--- config.mk ---
export PLATFORM = sky130hd
export DESIGN_NAME = md_ctrl_flat
export DESIGN_NICKNAME = d
export VERILOG_FILES = /design/src/rtl/md_ctrl_if.sv /design/src/rtl/md_ctrl.sv /design/src/flat_wrapper.sv
export SDC_FILE = /design/constraint.sdc
export NUM_CORES = 1
export LEC_CHECK = 0
export BUFFER_PORTS_ARGS = -buffer_cell sky130_fd_sc_hd__buf_2
export CORE_AREA = 2 2 115 117
export CTS_BUF_LIST = sky130_fd_sc_hd__clkbuf_8
export CTS_CLUSTER_DIAMETER = 80
export CTS_CLUSTER_SIZE = 40
export DETAILED_ROUTE_END_ITERATION = 8
export DIE_AREA = 0 0 117 119
export PLACE_DENSITY = 0.73
export SLEW_MARGIN = 20
export SYNTH_ARGS = -nofsm -noshare
export SYNTH_HDL_FRONTEND = slang
export SYNTH_SLANG_ARGS = --single-unit
--- constraint.sdc ---
create_clock -name clk -period 1.9 [get_ports clk]
set_input_delay 0.095 -clock clk [delete_from_list [all_inputs] [get_ports clk]]
set_output_delay 0.095 -clock clk [all_outputs]
set_load 0.005 [all_outputs]
--- src/rtl/md_ctrl_if.sv ---
// HI/LO controller bundle: E-stage request side
// plus multiply/divide datapath handshake.
interface md_ctrl_if;
   logic        op_valid;
   logic [2:0]  md_op;
   logic [31:0] rs_val;
   logic [31:0] rt_val;
   logic        flush;
   logic [31:0] dp_hi;
   logic [31:0] dp_lo;
   logic        dp_start;
   logic [1:0]  dp_op;
   logic [31:0] dp_in1;
   logic [31:0] dp_in2;
   logic        busy;
   logic        stall;
   logic [31:0] hi_out;
   logic [31:0] lo_out;
   logic [31:0] mf_data;

   modport master (
      output op_valid, md_op, rs_val, rt_val,
      output flush, dp_hi, dp_lo,
      input  dp_start, dp_op, dp_in1, dp_in2,
      input  busy, stall, hi_out, lo_out, mf_data
   );

   modport slave (
      input  op_valid, md_op, rs_val, rt_val,
      input  flush, dp_hi, dp_lo,
      output dp_start, dp_op, dp_in1, dp_in2,
      output busy, stall, hi_out, lo_out, mf_data
   );
endinterface

--- src/rtl/md_ctrl.sv ---
// HI/LO register file and multi-cycle mult/div
// sequencer with pipeline stall generation.
module md_ctrl #(
   parameter int MULT_LAT = 5,
   parameter int DIV_LAT  = 10
) (
   input logic        clk,
   input logic        reset,
   md_ctrl_if.slave   bus
);
   localparam int MAX_LAT =
      (MULT_LAT > DIV_LAT) ? MULT_LAT : DIV_LAT;
   localparam int CW = $clog2(MAX_LAT + 1);

   typedef enum logic {IDLE, RUN} state_t;

   state_t        state;
   logic [CW-1:0] cnt;
   logic [1:0]    op_q;
   logic          busy_q;
   logic [31:0]   hi_q;
   logic [31:0]   lo_q;
   logic          accept;
   logic          issue;
   logic          done;

   assign accept = bus.op_valid & ~busy_q & ~bus.flush;
   assign issue  = accept & ~bus.md_op[2] & ~reset;
   assign done   = (cnt == CW'(1));

   assign bus.dp_start = issue;
   // Hold the in-flight op toward the datapath while running
   assign bus.dp_op    = busy_q ? op_q : bus.md_op[1:0];
   assign bus.dp_in1   = bus.rs_val;
   assign bus.dp_in2   = bus.rt_val;
   assign bus.busy     = busy_q;
   assign bus.stall    = bus.op_valid & busy_q;
   assign bus.hi_out   = hi_q;
   assign bus.lo_out   = lo_q;

   always_comb begin
      bus.mf_data = '0;
      unique case (1'b1)
         (bus.md_op == 3'd6): bus.mf_data = hi_q;
         (bus.md_op == 3'd7): bus.mf_data = lo_q;
         default: ;
      endcase
   end

   always_ff @(posedge clk) begin
      if (reset) begin
         state  <= IDLE;
         cnt    <= '0;
         op_q   <= '0;
         busy_q <= 1'b0;
         hi_q   <= '0;
         lo_q   <= '0;
      end else begin
         unique case (state)
            IDLE: begin
               if (issue) begin
                  state  <= RUN;
                  busy_q <= 1'b1;
                  op_q   <= bus.md_op[1:0];
                  cnt    <= bus.md_op[1] ? CW'(DIV_LAT)
                                         : CW'(MULT_LAT);
               end else if (accept && bus.md_op == 3'd4) begin
                  hi_q <= bus.rs_val;
               end else if (accept && bus.md_op == 3'd5) begin
                  lo_q <= bus.rs_val;
               end
            end
            RUN: begin
               cnt <= cnt - CW'(1);
               if (done) begin
                  hi_q   <= bus.dp_hi;
                  lo_q   <= bus.dp_lo;
                  busy_q <= 1'b0;
                  state  <= IDLE;
               end
            end
            default: state <= IDLE;
         endcase
      end
   end
endmodule

--- src/flat_wrapper.sv ---
// flat-port wrapper written by rule: the top's interface ports become plain ports
module md_ctrl_flat 
#(
   parameter int MULT_LAT = 5,
   parameter int DIV_LAT  = 10
)
  (clk, reset, bus_op_valid, bus_md_op, bus_rs_val, bus_rt_val, bus_flush, bus_dp_hi, bus_dp_lo, bus_dp_start, bus_dp_op, bus_dp_in1, bus_dp_in2, bus_busy, bus_stall, bus_hi_out, bus_lo_out, bus_mf_data);
  md_ctrl_if bus_i ();
  input logic clk;
  input logic reset;
  input wire logic [$bits(bus_i.op_valid)-1:0] bus_op_valid;
  input wire logic [$bits(bus_i.md_op)-1:0] bus_md_op;
  input wire logic [$bits(bus_i.rs_val)-1:0] bus_rs_val;
  input wire logic [$bits(bus_i.rt_val)-1:0] bus_rt_val;
  input wire logic [$bits(bus_i.flush)-1:0] bus_flush;
  input wire logic [$bits(bus_i.dp_hi)-1:0] bus_dp_hi;
  input wire logic [$bits(bus_i.dp_lo)-1:0] bus_dp_lo;
  output wire logic [$bits(bus_i.dp_start)-1:0] bus_dp_start;
  output wire logic [$bits(bus_i.dp_op)-1:0] bus_dp_op;
  output wire logic [$bits(bus_i.dp_in1)-1:0] bus_dp_in1;
  output wire logic [$bits(bus_i.dp_in2)-1:0] bus_dp_in2;
  output wire logic [$bits(bus_i.busy)-1:0] bus_busy;
  output wire logic [$bits(bus_i.stall)-1:0] bus_stall;
  output wire logic [$bits(bus_i.hi_out)-1:0] bus_hi_out;
  output wire logic [$bits(bus_i.lo_out)-1:0] bus_lo_out;
  output wire logic [$bits(bus_i.mf_data)-1:0] bus_mf_data;
  assign bus_i.op_valid = bus_op_valid;
  assign bus_i.md_op = bus_md_op;
  assign bus_i.rs_val = bus_rs_val;
  assign bus_i.rt_val = bus_rt_val;
  assign bus_i.flush = bus_flush;
  assign bus_i.dp_hi = bus_dp_hi;
  assign bus_i.dp_lo = bus_dp_lo;
  assign bus_dp_start = bus_i.dp_start;
  assign bus_dp_op = bus_i.dp_op;
  assign bus_dp_in1 = bus_i.dp_in1;
  assign bus_dp_in2 = bus_i.dp_in2;
  assign bus_busy = bus_i.busy;
  assign bus_stall = bus_i.stall;
  assign bus_hi_out = bus_i.hi_out;
  assign bus_lo_out = bus_i.lo_out;
  assign bus_mf_data = bus_i.mf_data;
  md_ctrl #(.MULT_LAT(MULT_LAT), .DIV_LAT(DIV_LAT)) u_core (.clk(clk), .reset(reset), .bus(bus_i));
endmodule
==> reports/qor.yml, run 1 <==
holdBufCountCts: 0
ys_top_cells_by_count: "a211oi_1, dfxtp_1, buf_4"
antenna_found_initial: 0
postCtsSetupBuffers: 0
synth_top_area_cell: "dfxtp_1"
ys_seq_elements: 72
worst-setup-path-type: "reg2out"
hold_path_class: "in2reg"
dieWidth_um: 117
cts-buffers-inserted: 9
die_h_um: 119
min_period_ns: 1.801
cts_resized: 0
grt_max_degree: 52
fmax_mhz: 555.2
avgRoutedWirePerCell_um: 16.84
layout.nets: 775
cts.sinks: 72
coreArea_um2: 12870
diodes: 0
wirelength_um: 13800
power.density_nw_per_um2: 718.3
routed_via_density: 5.314
cts_root_buffer: "clkbuf_8"
clock_latency_ns: 0.35
synthFlopType: "dfxtp_1"
drive_gt1_share_pct: 43.55
clk_pin_slew_ns: 0.07
start_kind: "flip-flop"
gp_congestion: 0.8492
slew_headroom_pct: 67.80
finalSetupViolCount: 0
p_leak_nw: 2.419
antenna_left: 0
synth_edf_count: 0
fillers: 1281
syn_area_per_cell_um2: 8.641
arrival_ns: 1.71
synth_cells: 492
firstDrtPassIters: 4
cts_tree: "built"
ys_warn_count: 0
rsz0062_at_grt: "no"
crit_required_ns: 1.80
rows: 42
synth_top_area_share_pct: 33.90
portBuffers: 235
end_kind: "output pin"
multi_input_area_um2: 2092
dieArea_um2: 13920
syn2layout_area_growth_pct: 27.13
slew_violations: 0
regArea_um2: 1445
worstMarginPinSlew_ns: 0.4829
drtIter0Drc: 180
period_share_pct: 94.80
reg2reg_slack_ns: 0.19
finalHoldViolCount: 0
crit_fanout: 10
synthTopCellsByArea: "dfxtp_1, a211oi_1, buf_4"
drc: 0
grt.overflow.total: 0
vias: 4352
dpl.hpwl_um: 10060
ys_types: 32
status: "completed"
yosys.cell_count.top_type: "a211oi_1"
clk_path_buf_depth: 2
grt_pass1_vias: 4059
synth_area_um2: 4252
start_util_pct: 33.02
finClkSkew_ns: 0.007835
fin_setup_tns_ns: 0
grt_pass1_wl_um: 20760
async_flop_share_pct: 0
vdd.ir_drop.worst_mv: 0.2731
syn_nets: 629
ioPinCount: 300
worst_hold_slack_ns: 0.06752
yosysSeqAreaShare_pct: 33.90
grt_use_total_pct: 18.95
timing.max_cap.violations: 0
ctsHtreeMaxLevel: 3
-- per-stage QoR --
step	std cells	power (mW)	setup slack (ns)	cell area [um^2]	utilization (%)
3_3_place_gp	803	2.286	0.2418	5136	39.89
4_1_cts	819	3.921	0.08597	5405	41.98
6_report	819	3.882	0.09882	5405	41.98
5_1_grt	819	4.056	0.009037	5405	41.98
2_1_floorplan	492	2.083	0.3221	4252	-
3_5_place_dp	803	2.291	0.2003	5136	39.89
-- layout by cell type, fill, tap and decap left out, types with 3 or more instances in the layout --
| cell | n |
|---|---|
| dfxtp_1 | 71 |
| inv_1 | 5 |
| nor2b_1 | 34 |
| bufinv_16 | 4 |
| a211oi_1 | 130 |
| nand2_1 | 4 |
| buf_2 | 235 |
| nor4b_1 | 3 |
| buf_4 | 17 |
| clkbuf_8 | 10 |
| a21oi_1 | 65 |
| a22o_1 | 32 |
| buf_12 | 3 |
-- cell type report --
cell class | count | share of cell area (%)
clock inverters | 6 | 2.431
multi-input cells | 296 | 38.70
flip-flops and latches | 72 | 26.74
clock buffers | 10 | 2.546
well taps | 176 | 4.074
repair buffers | 255 | 25.23
inverters | 4 | 0.2778
-- report_power, final --
part	total (mW)	internal (mW)	leakage [nW]	switching (mW)
Clock	1.62	1.04	0.134	0.587
Sequential	1.62	1.56	0.584	0.0541
Combinational	0.639	0.291	1.70	0.349
-- state kept, by name, summed over array words and instances (netlist names) --
name and cells:
u_core.op_q 2, u_core.cnt 4, u_core.state 1, u_core.bus.busy 1
u_core.bus.lo_out 32, u_core.bus.hi_out 32
-- metal layers --
layer  up-vias  share of wire, %  GRT usage, %
met5         -                 0             0
met4         0               2.0         7.206
met3        25               6.3         3.969
met2       196                48         32.04
met1      2021                44         23.38
li1       2110                 -             -
-- path summary, 6_finish.rpt --
check | startpoint | to | cells past startpoint
hold reg to reg | u_core.op_q[1]$_SDFFE_PP0P_ | u_core.op_q[1]$_SDFFE_PP0P_ | 1
hold / removal | reset | u_core.cnt[2]$_SDFFE_PP0P_ | 2
setup reg to reg | u_core.bus.busy$_SDFFE_PP0P_ | u_core.op_q[0]$_SDFFE_PP0P_ | 3
setup / recovery | u_core.bus.busy$_SDFFE_PP0P_ | bus_dp_start | 3
-- worst max-delay path: stages, from the launching register on --
cell and delay [ns]:
dfxtp_1 0.37, or4b_1 0.71, nor2_1 0.16, buf_2 0.13
-- cells by family after synthesis --
family / after synthesis / synth area share, %
compound gates: 235 / 38.58
xor+xnor: 1 / 0.2060
fa+ha+maj: 2 / 0.5885
buf+inv: 124 / 17.63
flops: 72 / 33.90
mux: 2 / 0.5297
simple gates: 56 / 8.564
Power figures use the tool's default switching activity.
==> run 2: changes to the inputs <==
--- a/config.mk
+++ b/config.mk
@@ -5,6 +5,7 @@
 export SDC_FILE = /design/constraint.sdc
 export NUM_CORES = 1
 export LEC_CHECK = 0
+export ABC_AREA = 1
 export BUFFER_PORTS_ARGS = -buffer_cell sky130_fd_sc_hd__buf_2
 export CORE_AREA = 2 2 115 117
 export CTS_BUF_LIST = sky130_fd_sc_hd__clkbuf_8
@@ -12,7 +13,7 @@
 export CTS_CLUSTER_SIZE = 40
 export DETAILED_ROUTE_END_ITERATION = 8
 export DIE_AREA = 0 0 117 119
-export PLACE_DENSITY = 0.73
+export PLACE_DENSITY_LB_ADDON = 0.2
 export SLEW_MARGIN = 20
 export SYNTH_ARGS = -nofsm -noshare
 export SYNTH_HDL_FRONTEND = slang
==> reports/qor.yml, run 2 <==
synth_xor_area_share_pct: 0.1912
drive_gt1_share_pct: 31.54
coreArea_um2: 12870
start_kind: "flip-flop"
setup_ws_ns: 0.2193
yosys.cell_count.top_type: "nor2_1"
synth_edf_count: 0
status: "completed"
timing.max_cap.violations: 0
grt_pass1_vias: 4489
grt.overflow.total: 0
rsz0062_at_grt: "no"
synth_top_family_by_area: "simple AND/OR/NAND/NOR gates"
layout.nets: 1023
p_leak_nw: 2.921
r2r_cells: 7
routed_via_density: 4.652
crit_required_ns: 2.18
diodes: 0
clock_latency_ns: 0.34
async_flop_share_pct: 0
cts-buffers-inserted: 9
cp_slowest_cell: "inv_2"
antenna_left: 0
finalHoldViolCount: 0
syn_nets: 871
fmax_mhz: 595.0
dieWidth_um: 117
slew_headroom_pct: 56.36
vias: 4964
holdBufCountCts: 0
power.total_mw: 3.503
hold_path_class: "in2reg"
layout.cells.non_filler: 1067
cp_common_cell: "nor2_1"
rows: 42
postCtsSetupBuffers: 0
grt_pass1_wl_um: 22570
portBuffers: 235
synthFlopType: "dfxtp_1"
ys_warn_count: 0
final_common_cell: "buf_2"
start_util_pct: 35.59
syn_area_per_cell_um2: 6.242
syn2layout_area_growth_pct: 22.45
crit_buf_inv: 2
cp_num_cells: 7
fillers: 1434
dp_slack_ns: 0.2191
yosysSeqAreaShare_pct: 31.46
cts_root_buffer: "clkbuf_8"
finalSetupViolCount: 0
antenna_found_initial: 0
synthTopCellsByArea: "dfxtp_1, nor2_1, buf_4"
worst-setup-path-type: "reg2reg"
synth_cells: 734
cts_tree: "built"
crit_fanout: 32
wirelength_um: 14520
dieArea_um2: 13920
power.density_nw_per_um2: 624.4
whs_path_depth: 2
grt_max_degree: 56
synth_area_um2: 4582
fin_setup_tns_ns: 0
period_share_pct: 88.46
synth_simple_gate_area_share_pct: 30.56
synthMuxAreaShare_pct: 0
synth-compound-area-share_pct: 15.13
place_inst: 1051
gp_congestion: 0.7956
ys_top_cells_by_count: "nor2_1, o21ai_0, nand2_1"
firstDrtPassIters: 5
crit_family: "buffers and inverters"
slew_violations: 0
finClkSkew_ns: 0.007202
avgRoutedWirePerCell_um: 13.61
end_kind: "flip-flop"
cts.sinks: 72
worstMarginPinSlew_ns: 0.6536
ioPinCount: 300
cts_resized: 0
drc: 0
clk_pin_slew_ns: 0.07
arrival_ns: 1.96
ys_seq_elements: 72
worst_hold_slack_ns: 0.05220
dpl.hpwl_um: 10570
die_h_um: 119
layout_common_cells: "buf_2, nor2_1, o21ai_0, nand2_1, nand3_1"
grt_use_total_pct: 20.54
ctsHtreeMaxLevel: 3
min_period_ns: 1.681
drtIter0Drc: 243
critPathMaxStageDelay_ns: 0.49
synthAdderAreaFrac_pct: 0.5461
synth_top_area_cell: "dfxtp_1"
clk_path_buf_depth: 2
worstPathCellList: "inv_1 > ha_1 > nand4_1 > nand2_1 > inv_2 > nor2_1 > nor2_1"
ys_types: 25
vdd.ir_drop.worst_mv: 0.4214
synth_top_area_share_pct: 31.46
run 2: cell count changes after synthesis, moves of 5 or more:
cell | previous run | this run
nor2_1 | 2 | 166
a211oi_1 | 130 | 0
o21ai_0 | 1 | 99
nand2_1 | 4 | 80
nand3_1 | 2 | 76
inv_1 | 4 | 74
nor2b_1 | 34 | 0
a22o_1 | 32 | 0
a21oi_1 | 65 | 34
clkbuf_1 | 29 | 21
buf_2 | 23 | 18
run 2: worst paths after layout:
| check | slack, ns | from | endpoint |
|---|---|---|---|
| max | 0.22 | u_core.cnt[1]$_SDFFE_PP0P_ | u_core.bus.hi_out[29]$_SDFFE_PP0P_ |
| min | 0.05 | reset | u_core.op_q[1]$_SDFFE_PP0P_ |
| max reg2reg | 0.22 | u_core.cnt[1]$_SDFFE_PP0P_ | u_core.bus.hi_out[29]$_SDFFE_PP0P_ |
| min reg2reg | 0.46 | u_core.op_q[0]$_SDFFE_PP0P_ | u_core.op_q[0]$_SDFFE_PP0P_ |
run 2: stage by stage:
step | utilization (%) | instance area [um^2]
2_1_floorplan | - | 4582
3_3_place_gp | 42.03 | 5411
3_5_place_dp | 42.03 | 5411
4_1_cts | 43.58 | 5610
5_1_grt | 43.58 | 5610
6_report | 43.58 | 5610
run 2: logic make-up after synthesis:
| kind of cell | Yosys count |
|---|---|
| simple gates | 333 |
| buf+inv | 189 |
| compound gates | 137 |
| flops | 72 |
| fa+ha+maj | 2 |
| xor+xnor | 1 |
run 2: per-layer routing:
layer,share of wire (%),GRT usage [%],vias to the layer above
met5,0,0,-
met3,7.0,5.649,17
li1,-,-,2558
met4,0.71,5.000,0
met1,45,26.57,2216
met2,48,33.74,173
run 2: area by class of cell:
cell class	count	area [um^2]	share of cell area (%)
Timing Repair Buffer	252	1316	23.46
Clock buffer	11	151.4	2.698
Inverter	78	292.8	5.219
Clock inverter	5	47.55	0.8475
Sequential cell	72	1445	25.76
Multi-Input combinational cell	473	2137	38.09
Tap cell	176	220.2	3.925
run 2: power breakdown:
part | switching, mW | internal (mW)
combinational | 0.376 | 0.279
clock | 0.559 | 0.665
sequential | 0.0530 | 1.57
==> run 3: changes to the inputs <==
--- a/config.mk
+++ b/config.mk
@@ -13,6 +13,7 @@
 export CTS_CLUSTER_SIZE = 40
 export DETAILED_ROUTE_END_ITERATION = 8
 export DIE_AREA = 0 0 117 119
+export MAX_ROUTING_LAYER = met4
 export PLACE_DENSITY_LB_ADDON = 0.2
 export SLEW_MARGIN = 20
 export SYNTH_ARGS = -nofsm -noshare
==> reports/qor.yml, run 3 (same netlist as run 2, synthesis figures left out) <==
min-delay-start: "reset"
antenna_found_initial: 0
worstSetupStartpoint: "u_core.cnt[1]$_SDFFE_PP0P_"
place_area_um2: 5411
start_kind: "flip-flop"
reg2reg_slack_ns: 0.22
drive_gt1_share_pct: 31.54
coreArea_um2: 12870
critPathMaxStageDelay_ns: 0.49
arrival_ns: 1.96
slew_headroom_pct: 56.66
antenna_left: 0
dpl.hpwl_um: 10570
crit_required_ns: 2.18
postCtsSetupBuffers: 0
layout_common_cells: "buf_2, nor2_1, o21ai_0, nand2_1, nand3_1"
syn2layout_area_growth_pct: 22.45
clock_latency_ns: 0.34
cts_tree: "built"
avgRoutedWirePerCell_um: 13.60
portBuffers: 235
r2r_start: "u_core.cnt[1]$_SDFFE_PP0P_"
dieArea_um2: 13920
start_util_pct: 35.59
slew_violations: 0
fmax_mhz: 595.8
drc: 0
firstDrtPassIters: 4
met3_length_um: 952
drtIter0Drc: 256
worst-setup-path-type: "reg2reg"
cts_root_buffer: "clkbuf_8"
dieWidth_um: 117
layout.nets: 1023
min_to: "u_core.op_q[1]$_SDFFE_PP0P_"
routed.top_layer: "met4"
min_period_ns: 1.679
vdd.ir_drop.worst_mv: 0.4210
fin_setup_tns_ns: 0
ioPinCount: 300
ctsHtreeMaxLevel: 3
rows: 42
vias: 4958
grt.overflow.total: 0
finalSetupViolCount: 0
clk_path_buf_depth: 2
reg2reg_to: "u_core.bus.hi_out[29]$_SDFFE_PP0P_"
die_h_um: 119
end_kind: "flip-flop"
final_common_cell: "buf_2"
cts.sinks: 72
cts_resized: 0
worstPathCellList: "inv_1 > ha_1 > nand4_1 > nand2_1 > inv_2 > nor2_1 > nor2_1"
p_leak_nw: 2.921
status: "completed"
finalHoldViolCount: 0
crit_fanout: 32
cp_common_cell: "nor2_1"
finClkSkew_ns: 0.007486
worstMarginPinSlew_ns: 0.6491
cp_slowest_cell: "inv_2"
diodes: 0
grt_use_total_pct: 21.11
whs_path_depth: 2
holdBufCountCts: 0
grt_max_degree: 56
hold_path_class: "in2reg"
wl_met2_um: 6873
cts-buffers-inserted: 9
r2r_cells: 7
clk_pin_slew_ns: 0.07
rsz0062_at_grt: "no"
final_area_um2: 5610
wirelength_um: 14510
timing.max_cap.violations: 0
wl_met1_um: 6590
period_share_pct: 88.35
grt_pass1_wl_um: 22560
power.density_nw_per_um2: 624.4
routed_via_density: 4.647
gp_congestion: 0.8069
grt_pass1_vias: 4489
-- run 3: cell counts in the layout (fill, tap and decap cells not counted) --
Identical to the previous run, type by type.
-- run 3: how the worst max path moves through the flow --
| stage | to | slack [ns] | cells after the start |
|---|---|---|---|
| 3_5_place_dp | u_core.bus.hi_out[29]$_SDFFE_PP0P_ | 0.22 | 7 |
| 4_1_cts | u_core.bus.hi_out[29]$_SDFFE_PP0P_ | 0.20 | 7 |
| 6_report | u_core.bus.hi_out[29]$_SDFFE_PP0P_ | 0.22 | 7 |
| 3_3_place_gp | u_core.bus.hi_out[27]$_SDFFE_PP0P_ | 0.29 | 7 |
| 2_1_floorplan | u_core.bus.hi_out[0]$_SDFFE_PP0P_ | 0.59 | 8 |
| 5_1_grt | u_core.bus.hi_out[29]$_SDFFE_PP0P_ | 0.07 | 7 |
-- run 3: worst max-delay path, delay by kind of cell (launching register included) --
family / cells / cell delay, ns
buffers and inverters: 2 / 0.57
AND/OR/NAND/NOR: 4 / 0.52
flip-flops: 1 / 0.33
adder cells (fa/ha/maj): 1 / 0.20
-- run 3: layout make-up --
class / count / area (um^2)
tap: 176 / 220.2
clock inverter: 5 / 47.55
timing repair buffer: 252 / 1316
multi-input combinational: 473 / 2137
inverter: 78 / 292.8
clock buffer: 11 / 151.4
sequential: 72 / 1445
fill: 1434 / 7264
-- run 3: metal layers --
metal	vias up	track usage, %
li1	2557	-
met1	2201	27.04
met2	184	33.71
met3	16	4.987
met4	0	5.000
met5	-	-
-- run 3: stage by stage --
step	util, %	worst slack (ns)	hold slack [ns]	power (mW)	instances
floorplan	-	0.5898	0.1641	2.101	734
global placement	42.03	0.2875	0.1900	2.316	1051
detailed placement	42.03	0.2191	0.1900	2.319	1051
CTS	43.58	0.1999	0.02506	3.555	1067
global route	43.58	0.06622	0.02743	3.724	1067
finish	43.58	0.2214	0.05471	3.503	1067
-- run 3: power by group --
part           switching (mW)  internal [mW]
registers              0.0531           1.57
clock network           0.558          0.665
logic                   0.376          0.279
total                   0.987           2.52
